## src/rtl/ctrl_unit_if.sv

```systemverilog
`default_nettype none
// +--------------------------------------------------------------------------+
// | ctrl_unit_if : instruction-fetch and datapath-control bundle for ctrl_unit |
// | Revision     : 1.0                                                       |
// +--------------------------------------------------------------------------+
interface ctrl_unit_if #(
  parameter int PC_W = 8
);
  logic [PC_W-1:0] IADDR;
  logic [15:0]     IDATA;
  logic            V;
  logic            C;
  logic            N;
  logic            Z;
  logic [15:0]     CTRWRD;
  logic [15:0]     Cin;
  logic            MW;
  logic            HALTED;

  modport master (
    output IADDR, CTRWRD, Cin, MW, HALTED,
    input  IDATA, V, C, N, Z
  );

  modport slave (
    input  IADDR, CTRWRD, Cin, MW, HALTED,
    output IDATA, V, C, N, Z
  );
endinterface
`default_nettype wire

```

## src/rtl/ctrl_unit.sv

```systemverilog
`default_nettype none
// +--------------------------------------------------------------------------+
// | ctrl_unit : hardwired multi-cycle control unit for the 16-bit datapath   |
// | Revision  : 1.0                                                          |
// +--------------------------------------------------------------------------+
module ctrl_unit #(
  parameter int         PC_W        = 8,
  parameter int         EXEC_CYCLES = 3,
  parameter logic [3:0] FS_PASS     = 4'b0000
) (
  input  wire logic    CLK,
  input  wire logic    RESET,
  ctrl_unit_if.master  bus
);

  localparam int CNT_W = (EXEC_CYCLES > 2) ? $clog2(EXEC_CYCLES) : 1;
  localparam logic [CNT_W-1:0] c_last = CNT_W'(EXEC_CYCLES - 1);
  localparam logic [CNT_W-1:0] c_pre  = CNT_W'(EXEC_CYCLES - 2);

  localparam logic [2:0] c_op_alu  = 3'b001;
  localparam logic [2:0] c_op_imm  = 3'b010;
  localparam logic [2:0] c_op_ld   = 3'b011;
  localparam logic [2:0] c_op_st   = 3'b100;
  localparam logic [2:0] c_op_br   = 3'b101;
  localparam logic [2:0] c_op_jmp  = 3'b110;
  localparam logic [2:0] c_op_halt = 3'b111;

  typedef enum logic [1:0] {
    S_FETCH0 = 2'd0,
    S_FETCH1 = 2'd1,
    S_EXEC   = 2'd2,
    S_HALT   = 2'd3
  } state_t;

  state_t           r_state;
  logic [PC_W-1:0]  r_pc;
  logic [15:0]      r_ir;
  logic [CNT_W-1:0] r_cnt;
  logic [15:0]      r_ctrwrd;
  logic [15:0]      r_cin;
  logic             r_mw;
  logic             r_halted;

  // Outputs are registered, so decode targets the instruction and count of the *next* cycle.
  logic [15:0] w_dec_ir;
  logic        w_dec_commit;
  logic [2:0]  w_dr, w_sa, w_sb;
  logic [3:0]  w_fs;
  logic [15:0] w_ctrwrd;
  logic [15:0] w_cin;
  logic        w_mw;

  assign w_dec_ir     = (r_state == S_FETCH1) ? bus.IDATA : r_ir;
  assign w_dec_commit = (r_state == S_EXEC) && (r_cnt == c_pre);
  assign w_dr         = w_dec_ir[12:10];
  assign w_sa         = w_dec_ir[9:7];
  assign w_sb         = w_dec_ir[6:4];
  assign w_fs         = w_dec_ir[3:0];

  always_comb begin
    w_ctrwrd = '0;
    w_cin    = '0;
    w_mw     = 1'b0;
    case (w_dec_ir[15:13])
      c_op_alu: w_ctrwrd = {w_dr, w_sa, w_sb, 1'b0, w_fs, 1'b0, w_dec_commit};
      c_op_imm: begin
        w_ctrwrd = {w_dr, w_sa, 3'b000, 1'b1, w_fs, 1'b0, w_dec_commit};
        w_cin    = {13'b0, w_sb};
      end
      c_op_ld:  w_ctrwrd = {w_dr, w_sa, 3'b000, 1'b0, FS_PASS, 1'b1, w_dec_commit};
      c_op_st: begin
        w_ctrwrd = {3'b000, w_sa, w_sb, 1'b0, FS_PASS, 1'b0, 1'b0};
        w_mw     = w_dec_commit;
      end
      c_op_br:  w_ctrwrd = {3'b000, w_sa, 3'b000, 1'b0, FS_PASS, 1'b0, 1'b0};
      default:  w_ctrwrd = '0;
    endcase
  end

  // Branch resolution uses the live flags on the commit cycle.
  logic [5:0]      w_off6;
  logic [PC_W-1:0] w_offset;
  logic [PC_W-1:0] w_pc_inc;
  logic [PC_W-1:0] w_br_target;
  logic            w_flag;
  logic            w_taken;

  assign w_off6      = {r_ir[12:10], r_ir[6:4]};
  assign w_offset    = {{(PC_W-6){w_off6[5]}}, w_off6};
  assign w_pc_inc    = r_pc + PC_W'(1);
  assign w_br_target = w_pc_inc + w_offset;

  always_comb begin
    w_flag = bus.Z;
    case (r_ir[1:0])
      2'b00:   w_flag = bus.Z;
      2'b01:   w_flag = bus.N;
      2'b10:   w_flag = bus.C;
      default: w_flag = bus.V;
    endcase
  end

  assign w_taken = r_ir[3] | (w_flag ^ r_ir[2]);

  always_ff @(posedge CLK) begin
    if (RESET) begin
      r_state  <= S_FETCH0;
      r_pc     <= '0;
      r_ir     <= '0;
      r_cnt    <= '0;
      r_ctrwrd <= '0;
      r_cin    <= '0;
      r_mw     <= 1'b0;
      r_halted <= 1'b0;
    end else begin
      case (r_state)
        S_FETCH0: r_state <= S_FETCH1;
        S_FETCH1: begin
          r_ir     <= bus.IDATA;
          r_cnt    <= '0;
          r_state  <= S_EXEC;
          r_ctrwrd <= w_ctrwrd;
          r_cin    <= w_cin;
          r_mw     <= w_mw;
        end
        S_EXEC: begin
          if (r_cnt == c_last) begin
            r_cnt    <= '0;
            r_ctrwrd <= '0;
            r_cin    <= '0;
            r_mw     <= 1'b0;
            r_state  <= S_FETCH0;
            case (r_ir[15:13])
              c_op_br:   r_pc <= w_taken ? w_br_target : w_pc_inc;
              c_op_jmp:  r_pc <= r_ir[PC_W-1:0];
              c_op_halt: begin
                r_halted <= 1'b1;
                r_state  <= S_HALT;
              end
              default:   r_pc <= w_pc_inc;
            endcase
          end else begin
            r_cnt    <= r_cnt + CNT_W'(1);
            r_ctrwrd <= w_ctrwrd;
            r_cin    <= w_cin;
            r_mw     <= w_mw;
          end
        end
        S_HALT:   r_state <= S_HALT;
        default:  r_state <= S_FETCH0;
      endcase
    end
  end

  assign bus.IADDR  = r_pc;
  assign bus.CTRWRD = r_ctrwrd;
  assign bus.Cin    = r_cin;
  assign bus.MW     = r_mw;
  assign bus.HALTED = r_halted;

endmodule
`default_nettype wire

```

## src/flat_wrapper.sv

```systemverilog
// flat-port wrapper written by rule: the top's interface ports become plain ports
module ctrl_unit_flat 
#(
  parameter int         PC_W        = 8,
  parameter int         EXEC_CYCLES = 3,
  parameter logic [3:0] FS_PASS     = 4'b0000
)
  (CLK, RESET, bus_IADDR, bus_CTRWRD, bus_Cin, bus_MW, bus_HALTED, bus_IDATA, bus_V, bus_C, bus_N, bus_Z);
  ctrl_unit_if #(.PC_W(PC_W)) bus_i ();
  input  wire logic CLK;
  input  wire logic RESET;
  output wire logic [$bits(bus_i.IADDR)-1:0] bus_IADDR;
  output wire logic [$bits(bus_i.CTRWRD)-1:0] bus_CTRWRD;
  output wire logic [$bits(bus_i.Cin)-1:0] bus_Cin;
  output wire logic [$bits(bus_i.MW)-1:0] bus_MW;
  output wire logic [$bits(bus_i.HALTED)-1:0] bus_HALTED;
  input wire logic [$bits(bus_i.IDATA)-1:0] bus_IDATA;
  input wire logic [$bits(bus_i.V)-1:0] bus_V;
  input wire logic [$bits(bus_i.C)-1:0] bus_C;
  input wire logic [$bits(bus_i.N)-1:0] bus_N;
  input wire logic [$bits(bus_i.Z)-1:0] bus_Z;
  assign bus_IADDR = bus_i.IADDR;
  assign bus_CTRWRD = bus_i.CTRWRD;
  assign bus_Cin = bus_i.Cin;
  assign bus_MW = bus_i.MW;
  assign bus_HALTED = bus_i.HALTED;
  assign bus_i.IDATA = bus_IDATA;
  assign bus_i.V = bus_V;
  assign bus_i.C = bus_C;
  assign bus_i.N = bus_N;
  assign bus_i.Z = bus_Z;
  ctrl_unit #(.PC_W(PC_W), .EXEC_CYCLES(EXEC_CYCLES), .FS_PASS(FS_PASS)) u_core (.CLK(CLK), .RESET(RESET), .bus(bus_i));
endmodule
```

## config.mk

```make
export PLATFORM = sky130hd
export DESIGN_NAME = ctrl_unit_flat
export DESIGN_NICKNAME = d
export VERILOG_FILES = /design/src/rtl/ctrl_unit_if.sv /design/src/rtl/ctrl_unit.sv /design/src/flat_wrapper.sv
export SDC_FILE = /design/constraint.sdc
export NUM_CORES = 1
export LEC_CHECK = 0
export ABC_AREA = 1
export CAP_MARGIN = 15
export CORE_ASPECT_RATIO = 1.2
export CORE_UTILIZATION = 45
export DETAILED_ROUTE_END_ITERATION = 10
export PLACE_DENSITY = 0.78
export SYNTH_ARGS = -nofsm -noshare
export SYNTH_HDL_FRONTEND = slang
export SYNTH_SLANG_ARGS = --single-unit
```

## constraint.sdc

```tcl
create_clock -name CLK -period 5.78 [get_ports CLK]
set_input_delay 1.156 -clock CLK [delete_from_list [all_inputs] [get_ports CLK]]
set_output_delay 1.156 -clock CLK [all_outputs]
set_load 0.01 [all_outputs]
```

==> results of run 1 <==
registers in the layout, indices dropped and copies added (netlist names):
name               cells
u_core.bus.CTRWRD     16
u_core.r_ir           16
u_core.bus.IADDR       8
u_core.bus.Cin         3
u_core.r_cnt           2
u_core.r_state         2
u_core.bus.HALTED      1
u_core.bus.MW          1
report_power, final:
part	total (mW)	switching [mW]	internal [mW]	leakage (nW)
combinational	0.684	0.449	0.235	1.10
sequential	0.476	0.0587	0.417	0.399
clock	0.198	0.114	0.0837	0.0439
cell usage in the layout, fill, tap and decap left out, types with 2 or more instances in the layout:
master and count:
o21ai_0 28, clkinv_2 2, clkbuf_8 5, nand3_1 50
xor2_1 3, conb_1 13, dfxtp_1 49, ha_1 13
o21ai_2 3, nand2_2 3, o31ai_1 3, nand4_1 5
a221oi_1 4, clkdlybuf4s50_1 50, inv_2 7, o21ai_1 4
xnor2_1 2, nand2_1 70, nor2_1 40, inv_1 46
nand3b_1 2, nor2_2 5, a21oi_1 28, a211oi_1 3
final cells by class:
| type | instances | area, um^2 |
|---|---|---|
| clock buffer | 5 | 68.82 |
| timing repair buffer | 50 | 500.5 |
| fill | 600 | 2640 |
| tap | 82 | 102.6 |
| sequential | 49 | 980.9 |
| multi-input combinational | 290 | 1538 |
| clock inverter | 3 | 17.52 |
| inverter | 54 | 202.7 |
Yosys cell counts, types with 5 or more instances:
library cell  instances  area, um^2
nor2_1               40       150.1
a21oi_1              28       140.1
dfxtp_1              49       980.9
o21ai_0              28       140.1
ha_1                 13       162.7
nor2_2                5       31.28
nand4_1               5       31.28
inv_1                46       172.7
nand2_1              70       262.8
nand3_1              50       250.2
inv_2                 7       26.28
buf_4                13       97.59
clkbuf_1              7       26.28
worst max path at each step:
| stage | start | end | slack, ns | depth (start not counted) |
|---|---|---|---|---|
| 2_1_floorplan | u_core.bus.IADDR[0]$_SDFFE_PP0P_ | u_core.bus.IADDR[7]$_SDFFE_PP0P_ | 3.63 | 17 |
| 3_3_place_gp | RESET | u_core.bus.CTRWRD[15]$_SDFFE_PP0P_ | 2.44 | 6 |
| 3_5_place_dp | RESET | u_core.bus.CTRWRD[15]$_SDFFE_PP0P_ | 2.38 | 6 |
| 4_1_cts | RESET | u_core.bus.CTRWRD[15]$_SDFFE_PP0P_ | 2.70 | 6 |
| 5_1_grt | RESET | u_core.bus.CTRWRD[13]$_SDFFE_PP0P_ | 2.39 | 6 |
| 6_report | RESET | u_core.bus.CTRWRD[15]$_SDFFE_PP0P_ | 2.67 | 6 |
cell families after synthesis:
kind of cell,count (synthesis)
and+or+nand+nor,178
AOI/OAI and AO/OA,79
buffers and inverters,79
DFF,49
adders and majority gates,14
xor gates and xnor gates,5
other,1
muxes,1
worst register-to-register path, cell delays in order (launching register included):
cell and delay (ns):
dfxtp_1 0.47, ha_1 0.22, nand2_1 0.07, nor2_1 0.18
nand2_1 0.09, xor2_1 0.24, inv_1 0.08, ha_1 0.32
nand2_1 0.10, inv_1 0.04, nand2_1 0.05, nand2_1 0.04
a21oi_1 0.18, nand3_1 0.11, nand3_1 0.09, nand2_1 0.06
a21oi_1 0.11
per-stage QoR:
step	power (mW)	cell area [um^2]	worst slack [ns]
after floorplan	0.9732	2875	3.634
after global placement	1.146	3324	2.435
after detailed placement	1.154	3324	2.383
after CTS	1.354	3411	2.696
after global routing	1.464	3411	2.394
final	1.357	3411	2.666
layer usage:
layer	global-route usage	up-vias	wire length, um
li1	-	1397	-
met1	0.2714	1252	3245
met2	0.3898	81	3350
met3	0.03417	12	306
met4	0.1115	0	117
met5	0	-	0
==> run metrics, run 1 <==
Slew HR 0.4007; Synth Cell Area 2830 um^2; CTS tree yes; maximum clock rate ~320 MHz; post-synthesis sequential area ratio 0.3466; grt ovf 0; Worst Path Max Fanout 33; Chip Width 74.40 um; Inserted Clock Buffers 5; Final Slew Violations 0; clock transition at the registers of the reported paths 0.09 ns; io pins 64; final hold violations 0; Layout area overhead 20.51%; Buf/Inv on CP 2; adder-cell share of the synthesized area 0.06454; Critical Path Start Type primary input; cell mode on critical path nand2_1; Placer Congestion roughly 0.88; Cell variety after synth 38; Vias per Instance 5.144; detailed router's first-iteration violation count about 140; max cap viols 0; All-Layer GR Usage 0.2262; total negative slack 0 ns; largest net degree at the start of global routing 34; worst path required time 6.02 ns; ys async rst share 0; Synth Register Bits 49; crit end category flop; hold bufs inserted after CTS 0; Least-Margin Pin Slew 0.8980 ns; vias in the first global route 2658; slowest cell delay on critical path 0.87 ns; DRC Markers 0; status completed; final period utilization 0.5387; crit-path cells clkdlybuf4s50_1 > inv_1 > o21ai_0 > a21oi_1 > nand2_1 > nand2_1; Initial Utilization 0.4677; Final Setup Violations 0; RSZ-0062 raised after global routing no; Synth Flop Type dfxtp_1; CORE AREA ~6000 um^2; reg2reg start u_core.bus.IADDR[0]$_SDFFE_PP0P_; drt wl/cell 13.17 um; R2R setup slack about 3.3 ns; worst-case clock buffer depth 2; YS warnings 0; Top Family by Delay on Critical Path buffers and inverters; initial antenna violation count 0; fin crit period 3.114 ns; share of cells above drive strength 1 0.06874; total wire length 7020 um; clk_lat worst skew 0.30 ns; Sink Count 49; first-pass GRT wire length 11670 um; P per Cell Area 398.0 nW/um^2; DP Cell Count 525; Leak 1.540 nW; syn avg cell area 6.971 um^2; antenna cells 0; Die Y roughly 90 um; Synth Area in Compound Gates 0.1636; IR drop worst, VDD roughly 250 uV; I/O Buffers 50; HP Start u_core.bus.CTRWRD[10]$_SDFFE_PP0P_; clock root buffer clkbuf_8; post-route insts no fill 533; Final #Nets just under 500; reg2reg path depth 16; ANT nets after route 0; xor-xnor portion of the synthesized cell area 0.01547; slowest stage cell, crit path inv_1; Std-Cell Rows 31; final hold slack 0.4804 ns; H-tree Lvls 2; Worst Setup Path Type in2reg; Setup Buffers After CTS 0; arrival time at the worst endpoint 3.36 ns; Mapped Cells 406; Hold Path End u_core.bus.CTRWRD[10]$_SDFFE_PP0P_; Hold Path Stages 2; hold crit path type reg2reg; Core Util, Final 0.5637; post-CTS sizing 0; Clock Skew around 0.0068 ns; simple-gate share of the synthesized area 0.2790; EDFF count, synth 0; drt pass-1 iters 4; post-synthesis mux area share 0.003537; DR vias roughly 2.7k; r2r endpoint u_core.bus.IADDR[7]$_SDFFE_PP0P_; main combinational cell family by area after synthesis simple AND/OR/NAND/NOR gates; die area 6612 um^2; dpl hpwl 5258 um
(Power assumes the default switching activity.)
==> run 2: changes to the inputs <==
Settings changed: PLACE_DENSITY 0.78 to 0.81.
Clock period 5.78 ns to 2.7 ns, I/O delays scaled along.
==> run metrics, run 2 (synthesis gave the netlist of run 1 again) <==
RSZ-0062 raised after global routing no; Comb pwr share 0.491; Clock Skew 0.01346 ns; clk_lat worst skew 0.31 ns; Worst Path Max Fanout 6; slowest cell delay on critical path 0.42 ns; P_int 1.709 mW; Clock power frac 0.176; Core Util, Final 0.5742; worst-case clock buffer depth 2; io pins 64; Net Sw Frac 0.4401; dpl hpwl 5433 um; drt pass-1 iters 4; initial antenna violation count 0; worst path required time just under 3 ns; ANT nets after route 0; vias in the first global route roughly 2.7k; post-CTS sizing 0; largest net degree at the start of global routing 20; clock transition at the registers of the reported paths around 0.1 ns; total wire length 7163 um; DR vias roughly 2.8k; Inserted Clock Buffers 5; Setup Buffers After CTS 0; DP Cell Count between 500 and 600; Final Setup Violations 0; die area 6612 um^2; final hold violations 0; fin crit period 2.335 ns; Storage cell area 980.9 um^2; Filler Cell Count slightly below 600; hold crit path type reg2reg; share of cells above drive strength 1 0.07895; H-tree Lvls 2; Die Y 88.88 um; Slew HR 0.6322; most frequent cells in the layout nand2_1 (70), nand3_1 (50), clkdlybuf4s50_1 (50), dfxtp_1 (49), inv_1 (46); IR drop worst, VDD approximately 470 uV; crit-path cells ha_1 > nand2_1 > nor2_1 > nand2_1 > xor2_1 > inv_1 > ha_1 > nand2_1 > inv_1 > nand2_1 > nand2_1 > a21oi_1 > nand3_1 > nand3_1 > nand2_1 > a21oi_1; Buf/Inv on CP 2; multi-input logic area 1538 um^2; Std-Cell Rows 31; slowest stage cell, crit path dfxtp_1; maximum clock rate 428.3 MHz; clock root buffer clkbuf_8; Chip Width 74.40 um; cell mode on critical path nand2_1; arrival time at the worst endpoint 2.58 ns; max cap viols 0; Vias per Instance 5.175; Layout area overhead 22.77%; grt ovf 0; Placer Congestion 0.9149; commonest non-fill, non-tap cell in the layout nand2_1; Final #Nets between 400 and 500; status completed; I/O Buffers 50; Initial Utilization 0.4677; Net Sw Power 1.344 mW; Worst Setup Path Type reg2reg; CORE AREA 6051 um^2; drt wl/cell between 10 and 15 um; Leak 1.579 nW; final period utilization 0.8647; P per Cell Area around 880 nW/um^2; post-route insts no fill 538; total negative slack 0 ns; Least-Margin Pin Slew 0.5483 ns; Final Slew Violations 0; first-pass GRT wire length about 12000 um; part of the power in registers 0.333; CTS tree yes; antenna cells 0; DRC Markers 0; crit end category flop; hold bufs inserted after CTS 0; Sink Count between 40 and 50; detailed router's first-iteration violation count 162; Top Family by Delay on Critical Path simple AND/OR/NAND/NOR gates; All-Layer GR Usage 0.2291; Critical Path Start Type flop
## run 2: cell types whose count changed in the layout (fill, tap and decap cells not counted), sizes merged
cell and delta:
clkinvlp -1, clkinv -1, inv +1, buf +5, bufinv +1
## run 2: area by class of cell
class	instances	area share
clock buffers	5	0.01981
clock inverters	3	0.01260
inverters	54	0.05834
multi-input cells	290	0.4426
flip-flops and latches	49	0.2823
well taps	82	0.02953
repair buffers	55	0.1548
## run 2: worst min-delay path, cell delays in order (launching register included)
cell	delay, ns
dfxtp_1	0.32
nand2_1	0.06
a21oi_1	0.06
## run 2: routing by layer
metal	track usage	up-vias	part of all wire
met1	0.2789	1273	0.45
met5	0	-	0
met2	0.4029	87	0.49
met4	0.09091	0	0.024
li1	-	1404	-
met3	0.03075	20	0.045
## run 2: power groups by stage
stage | combinational [mW] | sequential, mW | clock (mW)
after floorplan | 1.06 | 1.03 | 0
after global placement | 1.45 | 1.02 | 0
after detailed placement | 1.48 | 1.03 | 0
after CTS | 1.49 | 1.01 | 0.548
after global routing | 1.68 | 1.03 | 0.577
final | 1.50 | 1.02 | 0.537
## run 2: final timing paths
check	from	slack [ns]	end	depth (start not counted)
worst max register to register	u_core.bus.IADDR[0]$_SDFFE_PP0P_	0.37	u_core.bus.IADDR[7]$_SDFFE_PP0P_	16
worst min-delay path	u_core.bus.MW$_SDFFE_PP0P_	0.47	u_core.bus.MW$_SDFFE_PP0P_	2
worst min register to register	u_core.bus.MW$_SDFFE_PP0P_	0.47	u_core.bus.MW$_SDFFE_PP0P_	2
worst max-delay path	u_core.bus.IADDR[0]$_SDFFE_PP0P_	0.37	u_core.bus.IADDR[7]$_SDFFE_PP0P_	16
## run 2: through the flow
stage / setup slack, ns / power [mW] / hold slack (ns) / area (um^2)
6_report: 0.3653 / 3.053 / 0.4716 / 3475
5_1_grt: 0.03011 / 3.290 / 0.4888 / 3475
4_1_cts: 0.3536 / 3.049 / 0.4785 / 3475
3_5_place_dp: 0.3734 / 2.504 / 0.4591 / 3362
3_3_place_gp: 0.4807 / 2.473 / 0.4572 / 3362
2_1_floorplan: 0.5540 / 2.083 / 0.4706 / 2875
==> run 3: changes to the inputs <==
Settings changed: PLACE_DENSITY 0.81 to 0.78.
Clock period 2.7 ns to 2.3 ns, I/O delays scaled along.
==> run metrics, run 3 (synthesis gave the netlist of run 1 again) <==
drt pass-1 iters 4; largest net degree at the start of global routing 20; detailed router's first-iteration violation count 117; Clock Skew between 0.007 and 0.008 ns; Inserted Clock Buffers 5; Die Y 88.88 um; share of cells above drive strength 1 0.09804; Std-Cell Rows 31; most frequent cells in the layout nand2_1 (70), nand3_1 (50), clkdlybuf4s50_1 (50), dfxtp_1 (49), inv_1 (46); crit end category flop; DRC Markers 0; P per Cell Area 1019 nW/um^2; Chip Width 74.40 um; Core Util, Final 0.5854; die area 6612 um^2; HP Start u_core.bus.CTRWRD[6]$_SDFFE_PP0P_; reg2reg start u_core.bus.IADDR[0]$_SDFFE_PP0P_; CORE AREA between 6000 and 7000 um^2; I/O Buffers 50; hold bufs inserted after CTS 0; final hold violations 0; initial antenna violation count 0; Least-Margin Pin Slew 0.5482 ns; total negative slack 0 ns; Hold Path Stages 2; total wire length 7080 um; Placer Congestion slightly above 0.9; maximum clock rate 479.9 MHz; first-pass GRT wire length 11940 um; commonest non-fill, non-tap cell in the layout nand2_1; H-tree Lvls 2; worst-case clock buffer depth 2; antenna cells 0; CP Launch Point u_core.bus.IADDR[0]$_SDFFE_PP0P_; All-Layer GR Usage 0.2351; worst path required time 2.54 ns; Sink Count roughly 50; IR drop worst, VDD 835.0 uV; CTS tree yes; RSZ-0062 raised after global routing no; max cap viols 0; arrival time at the worst endpoint 2.33 ns; drt wl/cell 13.09 um; clk_lat worst skew about 0.31 ns; clock transition at the registers of the reported paths roughly 0.10 ns; Tot Pwr 3.609 mW; Final Setup Violations 0; hold crit path type reg2reg; final period utilization 0.9059; Initial Utilization 0.4677; Leak 1.592 nW; ANT nets after route 0; Final #Nets 494; reg2reg path depth 12; Worst Setup Path Type reg2reg; DR vias 2759; Slew HR 0.6307; grt ovf 0; Critical Path Start Type flop; Layout area overhead 25.15%; clock root buffer clkbuf_8; fin crit period 2.084 ns; Worst Path Max Fanout 6; dpl hpwl roughly 5400 um; vias in the first global route 2665; Final Slew Violations 0; Vias per Instance 5.100; status completed; io pins 64
==> run 3: changes by cell type in the layout (fill, tap and decap cells not counted), sizes merged <==
cell | previous run | this run
buf | 5 | 8
clkinv | 2 | 1
inv | 54 | 55
==> run 3: layer usage <==
metal | routed length (um) | track usage | share of wire
met1 | 3121 | 0.2834 | 0.44
met2 | 3409 | 0.4038 | 0.48
met3 | 322 | 0.04670 | 0.045
met4 | 227 | 0.09777 | 0.032
met5 | 0 | 0 | 0
==> run 3: critical path: stages (launching register included) <==
cell and delay [ns]:
dfxtp_1 0.32, ha_1 0.20, nand2_1 0.10, inv_1 0.07, nor2_2 0.15, ha_1 0.32, a21oi_1 0.20, nand2_1 0.16
a21oi_2 0.17, nand3_1 0.09, nand3_1 0.08, nand2_1 0.05, a21oi_1 0.11
==> run 3: layout make-up <==
| cell class | count | area (um^2) |
|---|---|---|
| Multi-Input combinational cell | 290 | 1579 |
| Sequential cell | 49 | 980.9 |
| Clock inverter | 3 | 47.55 |
| Inverter | 54 | 202.7 |
| Clock buffer | 5 | 68.82 |
| Fill cell | 575 | 2509 |
| Timing Repair Buffer | 58 | 560.5 |
| Tap cell | 82 | 102.6 |
==> run 3: path summary, 6_finish.rpt <==
check	end	slack [ns]
max	u_core.bus.IADDR[7]$_SDFFE_PP0P_	0.22
min	u_core.bus.CTRWRD[6]$_SDFFE_PP0P_	0.47
max reg2reg	u_core.bus.IADDR[7]$_SDFFE_PP0P_	0.22
min reg2reg	u_core.bus.CTRWRD[6]$_SDFFE_PP0P_	0.47
==> run 3: repair_timing <==
item | in CTS | in global routing
setup endpoints to repair | 0 | 2
resized for setup | 0 | 6
setup buffers | 0 | 1
==> run 3: metrics by stage <==
stage / setup WS, ns / hold WS, ns / instances / cell area, um^2
2_1_floorplan: 0.1540 / 0.4706 / 418 / 2875
3_3_place_gp: 0.1763 / 0.4568 / 532 / 3377
3_5_place_dp: 0.1060 / 0.4573 / 532 / 3377
4_1_cts: 0.08174 / 0.4728 / 540 / 3493
5_1_grt: 0.0002596 / 0.4932 / 541 / 3542
6_report: 0.2164 / 0.4705 / 541 / 3542
==> run 3: power by group <==
group	internal, mW	total [mW]	switching, mW	leakage [nW]
clock network	0.332	0.644	0.312	0.0591
registers	1.05	1.20	0.154	0.399
logic	0.643	1.76	1.12	1.13
